**src/rtl/seg7_pkg.sv**
```systemverilog
// Shared 7-segment definitions: active-low segment patterns {a,b,c,d,e,f,g}
// and the pattern-to-hex decoder used by the loopback receiver.
package seg7_pkg;

  localparam logic [6:0] SEG_0     = 7'b0000001;
  localparam logic [6:0] SEG_1     = 7'b1001111;
  localparam logic [6:0] SEG_2     = 7'b0010010;
  localparam logic [6:0] SEG_3     = 7'b0000110;
  localparam logic [6:0] SEG_4     = 7'b1001100;
  localparam logic [6:0] SEG_5     = 7'b0100100;
  localparam logic [6:0] SEG_6     = 7'b0100000;
  localparam logic [6:0] SEG_7     = 7'b0001111;
  localparam logic [6:0] SEG_8     = 7'b0000000;
  localparam logic [6:0] SEG_9     = 7'b0001100;
  localparam logic [6:0] SEG_A     = 7'b0001000;
  localparam logic [6:0] SEG_B     = 7'b1100000;
  localparam logic [6:0] SEG_C     = 7'b1110010;
  localparam logic [6:0] SEG_D     = 7'b1000010;
  localparam logic [6:0] SEG_E     = 7'b0110000;
  localparam logic [6:0] SEG_F     = 7'b0111000;
  localparam logic [6:0] SEG_BLANK = 7'b1111111;

  typedef enum logic [1:0] {StWait, StTrack, StHold} samp_state_e;

  typedef struct packed {
    logic       legal;
    logic       blank;
    logic [3:0] nibble;
  } seg_dec_t;

  // Blank is legal with a zero nibble; anything outside the table is illegal.
  function automatic seg_dec_t seg_to_hex(input logic [6:0] seg);
    seg_dec_t r;
    r.legal  = 1'b1;
    r.blank  = 1'b0;
    r.nibble = 4'h0;
    case (seg)
      SEG_0:     r.nibble = 4'h0;
      SEG_1:     r.nibble = 4'h1;
      SEG_2:     r.nibble = 4'h2;
      SEG_3:     r.nibble = 4'h3;
      SEG_4:     r.nibble = 4'h4;
      SEG_5:     r.nibble = 4'h5;
      SEG_6:     r.nibble = 4'h6;
      SEG_7:     r.nibble = 4'h7;
      SEG_8:     r.nibble = 4'h8;
      SEG_9:     r.nibble = 4'h9;
      SEG_A:     r.nibble = 4'hA;
      SEG_B:     r.nibble = 4'hB;
      SEG_C:     r.nibble = 4'hC;
      SEG_D:     r.nibble = 4'hD;
      SEG_E:     r.nibble = 4'hE;
      SEG_F:     r.nibble = 4'hF;
      SEG_BLANK: r.blank  = 1'b1;
      default:   r.legal  = 1'b0;
    endcase
    return r;
  endfunction

endpackage

```
**src/rtl/seg7_sync_filter.sv**
```systemverilog
// Pin synchroniser plus dwell-stability sampler; strobes one capture per stable
// one-hot digit dwell with the digit index and its segment pattern.
module seg7_sync_filter
  import seg7_pkg::*;
#(
  parameter int unsigned N_DIGITS      = 2,
  parameter int unsigned STABLE_CYCLES = 4,
  parameter int unsigned IDX_W         = (N_DIGITS > 1) ? $clog2(N_DIGITS) : 1
) (
  input  logic                clk,
  input  logic                rst_n,
  input  logic [6:0]          seg_i,
  input  logic [N_DIGITS-1:0] anode_i,
  output logic                cap_valid_o,
  output logic [IDX_W-1:0]    cap_idx_o,
  output logic [6:0]          cap_seg_o
);

  localparam int unsigned CntW = $clog2(STABLE_CYCLES + 1);

  logic [6:0]          seg_s1_q, seg_s2_q, seg_lat_q, seg_lat_d;
  logic [N_DIGITS-1:0] an_s1_q, an_s2_q, an_lat_q, an_lat_d;
  logic [CntW-1:0]     cnt_q, cnt_d;
  samp_state_e         state_q, state_d;
  logic [N_DIGITS-1:0] sel;
  logic                one_hot, same;

  // Synchronisers idle high so the bus reads as "all off" out of reset.
  always_ff @(posedge clk or negedge rst_n) begin
    if (!rst_n) begin
      seg_s1_q <= '1;
      seg_s2_q <= '1;
      an_s1_q  <= '1;
      an_s2_q  <= '1;
    end else begin
      seg_s1_q <= seg_i;
      seg_s2_q <= seg_s1_q;
      an_s1_q  <= anode_i;
      an_s2_q  <= an_s1_q;
    end
  end

  assign sel     = ~an_s2_q;
  assign one_hot = (sel != '0) && ((sel & (sel - N_DIGITS'(1))) == '0);
  assign same    = (an_s2_q == an_lat_q) && (seg_s2_q == seg_lat_q);

  always_comb begin
    state_d     = state_q;
    cnt_d       = cnt_q;
    an_lat_d    = an_lat_q;
    seg_lat_d   = seg_lat_q;
    cap_valid_o = 1'b0;
    if (!one_hot) begin
      state_d = StWait;
      cnt_d   = '0;
    end else if (!(state_q == StHold && same)) begin
      if (state_q == StTrack && same) begin
        cnt_d = cnt_q + CntW'(1);
      end else begin
        cnt_d     = CntW'(1);
        an_lat_d  = an_s2_q;
        seg_lat_d = seg_s2_q;
      end
      if (cnt_d == CntW'(STABLE_CYCLES)) begin
        cap_valid_o = 1'b1;
        state_d     = StHold;
      end else begin
        state_d = StTrack;
      end
    end
  end

  always_comb begin
    cap_idx_o = '0;
    for (int unsigned k = 0; k < N_DIGITS; k++) begin
      if (sel[k]) cap_idx_o = IDX_W'(k);
    end
  end

  // On a capture cycle the latch and the live sample always agree.
  assign cap_seg_o = seg_s2_q;

  always_ff @(posedge clk or negedge rst_n) begin
    if (!rst_n) begin
      state_q   <= StWait;
      cnt_q     <= '0;
      an_lat_q  <= '1;
      seg_lat_q <= '1;
    end else begin
      state_q   <= state_d;
      cnt_q     <= cnt_d;
      an_lat_q  <= an_lat_d;
      seg_lat_q <= seg_lat_d;
    end
  end

endmodule

```
**src/rtl/seg7_scan_decoder.sv**
```systemverilog
// Loopback receiver for a multiplexed 7-segment bus: collects decoded digits
// into slots and hands out complete frames over valid/ready.
module seg7_scan_decoder
  import seg7_pkg::*;
#(
  parameter int unsigned N_DIGITS      = 2,
  parameter int unsigned STABLE_CYCLES = 4
) (
  input  logic                  clk,
  input  logic                  rst_n,
  input  logic [6:0]            seg_i,
  input  logic [N_DIGITS-1:0]   anode_i,
  output logic [4*N_DIGITS-1:0] frame_data_o,
  output logic [N_DIGITS-1:0]   frame_blank_o,
  output logic                  frame_valid_o,
  input  logic                  frame_ready_i,
  output logic                  pattern_err_o,
  output logic                  overrun_o
);

  localparam int unsigned IdxW = (N_DIGITS > 1) ? $clog2(N_DIGITS) : 1;

  logic            cap_valid;
  logic [IdxW-1:0] cap_idx;
  logic [6:0]      cap_seg;
  seg_dec_t        cap_dec;

  seg7_sync_filter #(
    .N_DIGITS      (N_DIGITS),
    .STABLE_CYCLES (STABLE_CYCLES),
    .IDX_W         (IdxW)
  ) u_sync_filter (
    .clk         (clk),
    .rst_n       (rst_n),
    .seg_i       (seg_i),
    .anode_i     (anode_i),
    .cap_valid_o (cap_valid),
    .cap_idx_o   (cap_idx),
    .cap_seg_o   (cap_seg)
  );

  assign cap_dec = seg_to_hex(cap_seg);

  logic [4*N_DIGITS-1:0] slot_data_q, slot_data_d, frame_data_q, frame_data_d;
  logic [N_DIGITS-1:0]   slot_blank_q, slot_blank_d, frame_blank_q, frame_blank_d;
  logic [N_DIGITS-1:0]   mask_q, mask_d;
  logic                  valid_q, valid_d, overrun_q, overrun_d, err_q, err_d;
  logic                  complete, accept;

  assign complete = &mask_q;
  assign accept   = valid_q & frame_ready_i;

  always_comb begin
    slot_data_d   = slot_data_q;
    slot_blank_d  = slot_blank_q;
    mask_d        = mask_q;
    frame_data_d  = frame_data_q;
    frame_blank_d = frame_blank_q;
    valid_d       = valid_q;
    overrun_d     = overrun_q;
    err_d         = cap_valid & ~cap_dec.legal;

    // Clear before setting so a capture in the completion cycle starts the next frame.
    if (complete) mask_d = '0;
    if (cap_valid && cap_dec.legal) begin
      for (int unsigned k = 0; k < N_DIGITS; k++) begin
        if (cap_idx == IdxW'(k)) begin
          slot_data_d[4*k +: 4] = cap_dec.nibble;
          slot_blank_d[k]       = cap_dec.blank;
          mask_d[k]             = 1'b1;
        end
      end
    end

    if (accept) valid_d = 1'b0;
    if (complete) begin
      if (!valid_q || accept) begin
        frame_data_d  = slot_data_q;
        frame_blank_d = slot_blank_q;
        valid_d       = 1'b1;
      end else begin
        overrun_d = 1'b1;
      end
    end
  end

  always_ff @(posedge clk or negedge rst_n) begin
    if (!rst_n) begin
      slot_data_q   <= '0;
      slot_blank_q  <= '0;
      mask_q        <= '0;
      frame_data_q  <= '0;
      frame_blank_q <= '0;
      valid_q       <= 1'b0;
      overrun_q     <= 1'b0;
      err_q         <= 1'b0;
    end else begin
      slot_data_q   <= slot_data_d;
      slot_blank_q  <= slot_blank_d;
      mask_q        <= mask_d;
      frame_data_q  <= frame_data_d;
      frame_blank_q <= frame_blank_d;
      valid_q       <= valid_d;
      overrun_q     <= overrun_d;
      err_q         <= err_d;
    end
  end

  assign frame_data_o  = frame_data_q;
  assign frame_blank_o = frame_blank_q;
  assign frame_valid_o = valid_q;
  assign pattern_err_o = err_q;
  assign overrun_o     = overrun_q;

endmodule

```
**config.mk**
```make
export PLATFORM = sky130hd
export DESIGN_NAME = seg7_scan_decoder
export DESIGN_NICKNAME = d
export VERILOG_FILES = /design/src/rtl/seg7_pkg.sv /design/src/rtl/seg7_sync_filter.sv /design/src/rtl/seg7_scan_decoder.sv
export SDC_FILE = /design/constraint.sdc
export NUM_CORES = 1
export LEC_CHECK = 0
export CAP_MARGIN = 20
export CORE_MARGIN = 2
export CORE_UTILIZATION = 45
export CTS_BUF_LIST = sky130_fd_sc_hd__clkbuf_8
export CTS_CLUSTER_DIAMETER = 120
export DETAILED_ROUTE_END_ITERATION = 8
export GPL_TIMING_DRIVEN = 0
export PLACE_DENSITY_LB_ADDON = 0.08
export RECOVER_POWER = 25
export REMOVE_ABC_BUFFERS = 1
export SKIP_LAST_GASP = 1
export SYNTH_ARGS = -nofsm -noshare
export SYNTH_HDL_FRONTEND = slang
export SYNTH_SLANG_ARGS = --single-unit
```
**constraint.sdc**
```tcl
create_clock -name clk -period 3.3 [get_ports clk]
set_clock_uncertainty 0.15 [all_clocks]
set_input_delay 0.33 -clock clk [delete_from_list [all_inputs] [get_ports clk]]
set_output_delay 0.33 -clock clk [all_outputs]
set_load 0.01 [all_outputs]
```
==> results of run 1 <==
[flip-flops by register name, indices dropped and copies added, names as in the netlist, 3 cells and up]
signal                   count
u_sync_filter.cap_seg_o      7
u_sync_filter.seg_lat_q      7
u_sync_filter.seg_s1_q       7
slot_data_q                  8
u_sync_filter.cnt_q          3
frame_data_o                 8
[final cells by class]
type | count | area [sq um] | share of cell area
sequential | 57 | 1460 | 0.482
multi-input combinational | 127 | 1010 | 0.333
timing repair buffer | 25 | 254 | 0.0838
clock buffer | 12 | 165 | 0.0545
tap | 72 | 90.1 | 0.0297
inverter | 9 | 33.8 | 0.0111
clock inverter | 4 | 18.8 | 0.00619
[metrics by stage]
step	total power (uW)	instances	area (sq um)
after floorplan	871	193	2500
after global placement	911	289	2830
after detailed placement	921	290	2850
after CTS	1510	306	3030
after global routing	1560	306	3030
final	1490	306	3030
[kinds of logic (layout without fill, tap and decap cells)]
family          Yosys count  after routing  synth area share
simple gates             55             55             0.126
mux                      25             25             0.109
compound gates           31             31             0.102
flops                    57             57             0.569
fa+ha+maj                 1              1           0.00487
xor+xnor                 15             15            0.0512
buf+inv                  20             50            0.0380
[synth_stat cells, types with 3 or more instances]
cell type / instances
sky130_fd_sc_hd__nand2b_1: 3
sky130_fd_sc_hd__nand4_1: 4
sky130_fd_sc_hd__buf_2: 6
sky130_fd_sc_hd__a21oi_1: 6
sky130_fd_sc_hd__dfrtp_1: 30
sky130_fd_sc_hd__xor2_1: 4
sky130_fd_sc_hd__nor2_1: 10
sky130_fd_sc_hd__nor4b_1: 3
sky130_fd_sc_hd__nand2_1: 6
sky130_fd_sc_hd__nor3_1: 6
sky130_fd_sc_hd__o211ai_1: 4
sky130_fd_sc_hd__inv_1: 9
sky130_fd_sc_hd__mux2_2: 24
sky130_fd_sc_hd__nor2b_1: 5
sky130_fd_sc_hd__nand3_1: 6
sky130_fd_sc_hd__xnor2_1: 11
sky130_fd_sc_hd__dfstp_2: 27
sky130_fd_sc_hd__a22oi_1: 4
[per-layer routing]
layer | routed length [microns] | part of all wire
met5 | 0 | 0
met4 | 84 | 0.020
met3 | 163 | 0.038
met2 | 2070 | 0.49
met1 | 1920 | 0.45
[report_power, final]
group	total, uW	switching [uW]	leakage, uW	internal (uW)
clock network	579	252	0.000103	327
logic	121	58.7	0.000461	62.0
registers	786	34.4	0.000699	752
[how the worst max path moves through the flow]
stage | from | to | slack (ns) | cells past startpoint
floorplan | u_sync_filter.cap_seg_o[2] | slot_data_q[0] | 1.03 | 5
global placement | rst_n | frame_data_o[7] | 0.23 | 1
detailed placement | u_sync_filter.cap_seg_o[2] | slot_data_q[0] | 0.76 | 5
CTS | u_sync_filter.cap_seg_o[2] | slot_data_q[3] | 0.73 | 5
global route | u_sync_filter.cap_seg_o[2] | slot_data_q[7] | 0.62 | 5
finish | u_sync_filter.cap_seg_o[2] | slot_data_q[3] | 0.77 | 5
==> flow_metrics.tcl, run 1 <==
set metrics [dict create \
    synth_area_leaders "sky130_fd_sc_hd__dfrtp_1, sky130_fd_sc_hd__dfstp_2, sky130_fd_sc_hd__mux2_2" \
    grt_remaining_overflow 0 \
    critPathArrivalTime_ns 2.58 \
    post_route_clock_period_utilization 0.765 \
    crit_family "compound AO/OA/AOI/OAI gates" \
    number_of_antenna_violations_at_the_first_check_in_global_routing 0 \
    status "finished, final reports clean" \
    synth_top_cell_area_share 0.292 \
    drt_iter0_markers 48 \
    gp_routability_congestion 0.884 \
    grt_busiest_layer "met2" \
    grt_first_pass_wirelength_microns 7470 \
    synthesis.area_per_instance_sq_um 12.6 \
    final_nets 242 \
    min_path_cells 0 \
    grt.met3_usage 0.0419 \
    hold_path_startpoint "u_sync_filter.seg_s1_q[5]" \
    postSynth.asyncResetShare 1.00 \
    clock_tree.htree_level_count 3 \
    die_x_microns 79.5 \
    largest_net_degree_at_the_start_of_global_routing 31 \
    total_leakage_power_uw 0.00126 \
    clock_path_buffers 2 \
    initial_utilization 0.466 \
    drt-pass1-iter-count 4 \
    final-hold-violation-count 0 \
    routedWlPerCell_microns 13.9 \
    synthesis_warnings 0 \
    dp_wirelength_microns 3090 \
    path_class "reg2reg" \
    numCtsBuffers 9 \
    setup-tns-final_ns 0 \
    synth_top_flop_cell "sky130_fd_sc_hd__dfrtp_1" \
    utilization 0.551 \
    global_route.usage.total 0.155 \
    cts-root-buf "sky130_fd_sc_hd__clkbuf_8" \
    crit_fanout 14 \
    cp.buffers_inverters 0 \
    post_route_cells_drive_above_1_share 0.321 \
    critPathSlowestCell "sky130_fd_sc_hd__dfstp_2" \
    finalSetupViolations 0 \
    min_to "u_sync_filter.cap_seg_o[5]" \
    std_cell_rows 27 \
    sink_count 57 \
    post_cts_resize_count 0 \
    drtAntennaViolNets 0 \
    cp-end-kind "register" \
    timing.reg2reg.worst_path_depth 5 \
    worst_case_headroom_to_the_max_slew_limit 0.0513 \
    preCtsSetupSlack_ns 0.757 \
    dr_total_vias 1601 \
    holdCritPathClass "reg2reg" \
    timing.final.max_slew_violations 0 \
    worstPathCellList "and4b_1 -> o211ai_2 -> a32oi_2 -> o311ai_2 -> mux2_2" \
    synth.distinct_cells 46 \
    synthToLayoutAreaGrowth_pct 18.1 \
    edff_count_synth 0 \
    detail_route.drc_violations 0 \
    hold_slack_ns 0.200 \
    place.port_buffers 24 \
    wl_microns 4240 \
    io_pins 25 \
    vdd.ir_drop.worst_mv 0.283 \
    worst_slack_ns 0.774 \
    vias_per_cell 5.23 \
    grt_use_met2 0.246 \
    clock_insertion_delay_worst_skew_ns 0.33 \
    final_common_cell "sky130_fd_sc_hd__dfrtp_1" \
    cp_slowest_stage_delay_ns 0.69 \
    fillers 472 \
    transition_time_at_the_pin_with_the_least_slew_margin_ns 1.42 \
    ctsHoldBuffers 0 \
    grt_setup_unrepaired "no" \
    maxClockFrequency_ghz 0.396 \
    synth.largest_area_cell "sky130_fd_sc_hd__dfrtp_1" \
    syn-cell-area_sq_mm 0.00257 \
    start_kind "register" \
    total_of_flip_flops_plus_latches_after_synthesis 57 \
    finalCriticalPeriod_ns 2.53 \
    seq_area_frac_synth 0.569 \
    first_global_vias 1670 \
    power_density_mw_per_mm2 490 \
    final_cell_mix "sky130_fd_sc_hd__dfrtp_1, sky130_fd_sc_hd__dfstp_2, sky130_fd_sc_hd__mux2_2" \
    tritoncts "done" \
    die_footprint_sq_mm 0.00633 \
    core_region_sq_mm 0.00551 \
    floorplan.die.height_microns 79.5 \
    maxCapViolations 0 \
    number_of_buffers_inserted_by_post_cts_setup_repair 0 \
    critPathRequiredTime_ns 3.36 \
    cts.clk_slew.worst_paths_ns 0.06 \
    r2r-start "u_sync_filter.cap_seg_o[2]" \
    antennaDiodeCount 0 \
    reg2reg_slack_ns 0.77 \
    reg_to_reg_end "slot_data_q[3]" \
    met1_usage 0.185 \
    syn-instance-count 204 \
]
Note: power is estimated with default switching activity, not from simulation.
==> run 2, diff against run 1 <==
- clock period: 3.3 -> 2.2 ns (I/O delays scaled with it)
==> run 2 against run 1 <==
The flow now finishes with violations (setup timing). Sequential power grew 49%. Register-to-register slack worse by 0.96 ns. Sequential cell count unchanged. First-iteration DRC count increased by 60%. Fmax increased by 5.8%. Critical endpoint unchanged. Largest power group unchanged.
==> flow_metrics.tcl, run 2 (synthesized netlist as in run 1, its figures left out) <==
set metrics [dict create \
    io_pins 25 \
    dr_total_vias 1811 \
    worst_case_headroom_to_the_max_slew_limit 0.0321 \
    ctsHoldBuffers 0 \
    cts-root-buf "sky130_fd_sc_hd__clkbuf_8" \
    final_nets 284 \
    post_route_cells_drive_above_1_share 0.486 \
    total_leakage_power_uw 0.00156 \
    vias_per_cell 5.20 \
    start_kind "register" \
    dpl_cell_area_sq_mm 0.00285 \
    cp-end-kind "register" \
    grt_remaining_overflow 0 \
    gp_routability_congestion 0.884 \
    clock_tree.htree_level_count 3 \
    place.port_buffers 24 \
    tritoncts "done" \
    violations "setup timing" \
    antennaDiodeCount 0 \
    timing.final.max_slew_violations 0 \
    die_x_microns 79.5 \
    critPathRequiredTime_ns 2.26 \
    wl_microns 5570 \
    first_global_vias 1887 \
    final_cell_mix "sky130_fd_sc_hd__buf_4, sky130_fd_sc_hd__dfrtp_1, sky130_fd_sc_hd__dfstp_2" \
    power_density_mw_per_mm2 669 \
    path_class "reg2reg" \
    final_common_cell "sky130_fd_sc_hd__buf_4" \
    core_region_sq_mm 0.00551 \
    holdCritPathClass "in2reg" \
    maxCapViolations 0 \
    initial_utilization 0.466 \
    clock_insertion_delay_worst_skew_ns 0.33 \
    dp_wirelength_microns 3090 \
    cts.clk_slew.worst_paths_ns 0.06 \
    sink_count 57 \
    die_footprint_sq_mm 0.00633 \
    dp_cells 290 \
    status "finished, violations left" \
    post_route_clock_period_utilization 1.09 \
    hold_slack_ns 0.151 \
    clock_path_buffers 2 \
    final_area_sq_mm 0.00357 \
    number_of_antenna_violations_at_the_first_check_in_global_routing 0 \
    numCtsBuffers 9 \
    drt_iter0_markers 77 \
    drt-pass1-iter-count 4 \
    vdd.ir_drop.worst_mv 0.422 \
    final-hold-violation-count 0 \
    transition_time_at_the_pin_with_the_least_slew_margin_ns 1.45 \
    multi_input_comb_area_sq_mm 0.00118 \
    drtAntennaViolNets 0 \
    crit_fanout 6 \
    finalSetupViolations 19 \
    sequential_cell_area_sq_mm 0.00146 \
    detail_route.drc_violations 0 \
    maxClockFrequency_ghz 0.419 \
    global_route.usage.total 0.184 \
    worst_slack_ns -0.187 \
    std_cell_rows 27 \
    grt_setup_unrepaired "yes" \
    largest_net_degree_at_the_start_of_global_routing 31 \
    finalCriticalPeriod_ns 2.39 \
    instances_no_fill 348 \
    preCtsSetupSlack_ns -0.343 \
    grt_first_pass_wirelength_microns 8830 \
    synthToLayoutAreaGrowth_pct 39.2 \
    routedWlPerCell_microns 16.0 \
    fillers 419 \
    setup-tns-final_ns -1.47 \
    critPathArrivalTime_ns 2.44 \
    floorplan.die.height_microns 79.5 \
]
-- run 2: cell types whose count changed in the layout (fill, tap and decap cells not counted), sizes merged --
cell / previous run / this run
buf: 1 / 42
dlygate4sd3: 4 / 0
clkbuf: 13 / 14
clkdlybuf4s50: 19 / 23
-- run 2: timing repair --
item / in CTS / in global routing
gates resized for setup: 7 / 32
pin swaps: 10 / 11
endpoints found under the hold margin: 0 / 0
setup endpoints to repair: 21 / 23
buffers inserted: 32 / 9
cloned: 0 / 1
-- run 2: through the flow --
stage,total power [uW],util
finish,2390,0.649
global route,2510,0.649
CTS,2340,0.606
detailed placement,1380,0.517
global placement,1370,0.515
floorplan,1310,-
-- run 2: worst paths after layout --
kind | slack [ns] | cells past startpoint | startpoint | to
max | -0.19 | 6 | u_sync_filter.cap_seg_o[1] | slot_data_q[3]
min | 0.15 | 1 | anode_i[0] | u_sync_filter.an_s1_q[0]
max reg2reg | -0.19 | 6 | u_sync_filter.cap_seg_o[1] | slot_data_q[3]
min reg2reg | 0.20 | 0 | u_sync_filter.seg_s1_q[5] | u_sync_filter.cap_seg_o[5]
max in group asynchronous | 1.00 | 2 | rst_n | frame_data_o[7]
min in group asynchronous | 0.64 | 1 | rst_n | u_sync_filter.an_lat_q[1]
-- run 2: area by class of cell --
| class | count | share of cell area |
|---|---|---|
| inverter | 9 | 0.00945 |
| clock inverter | 4 | 0.00525 |
| multi-input combinational | 127 | 0.331 |
| tap | 72 | 0.0252 |
| timing repair buffer | 67 | 0.174 |
| clock buffer | 12 | 0.0462 |
| sequential | 57 | 0.409 |
-- run 2: routing by layer --
metal  vias up  wire, microns  GRT usage
met3         6            193     0.0464
met2        51           2910      0.313
met1       894           2400      0.214
met5         -              0          0
li1        860              -          -
met4         0             63     0.0948
-- run 2: power breakdown --
part / switching [uW] / leakage [uW] / internal [uW]
combinational: 143 / 0.000763 / 193
sequential: 47.1 / 0.000699 / 1130
clock: 389 / 0.000103 / 491
-- run 2: critical path, cell delays in order, from the launching register on --
cell and delay (ns):
sky130_fd_sc_hd__dfstp_2 0.61, sky130_fd_sc_hd__buf_6 0.13, sky130_fd_sc_hd__nor4b_2 0.05, sky130_fd_sc_hd__o211ai_2 0.27
sky130_fd_sc_hd__a32oi_4 0.20, sky130_fd_sc_hd__o311ai_4 0.48, sky130_fd_sc_hd__mux2_2 0.38
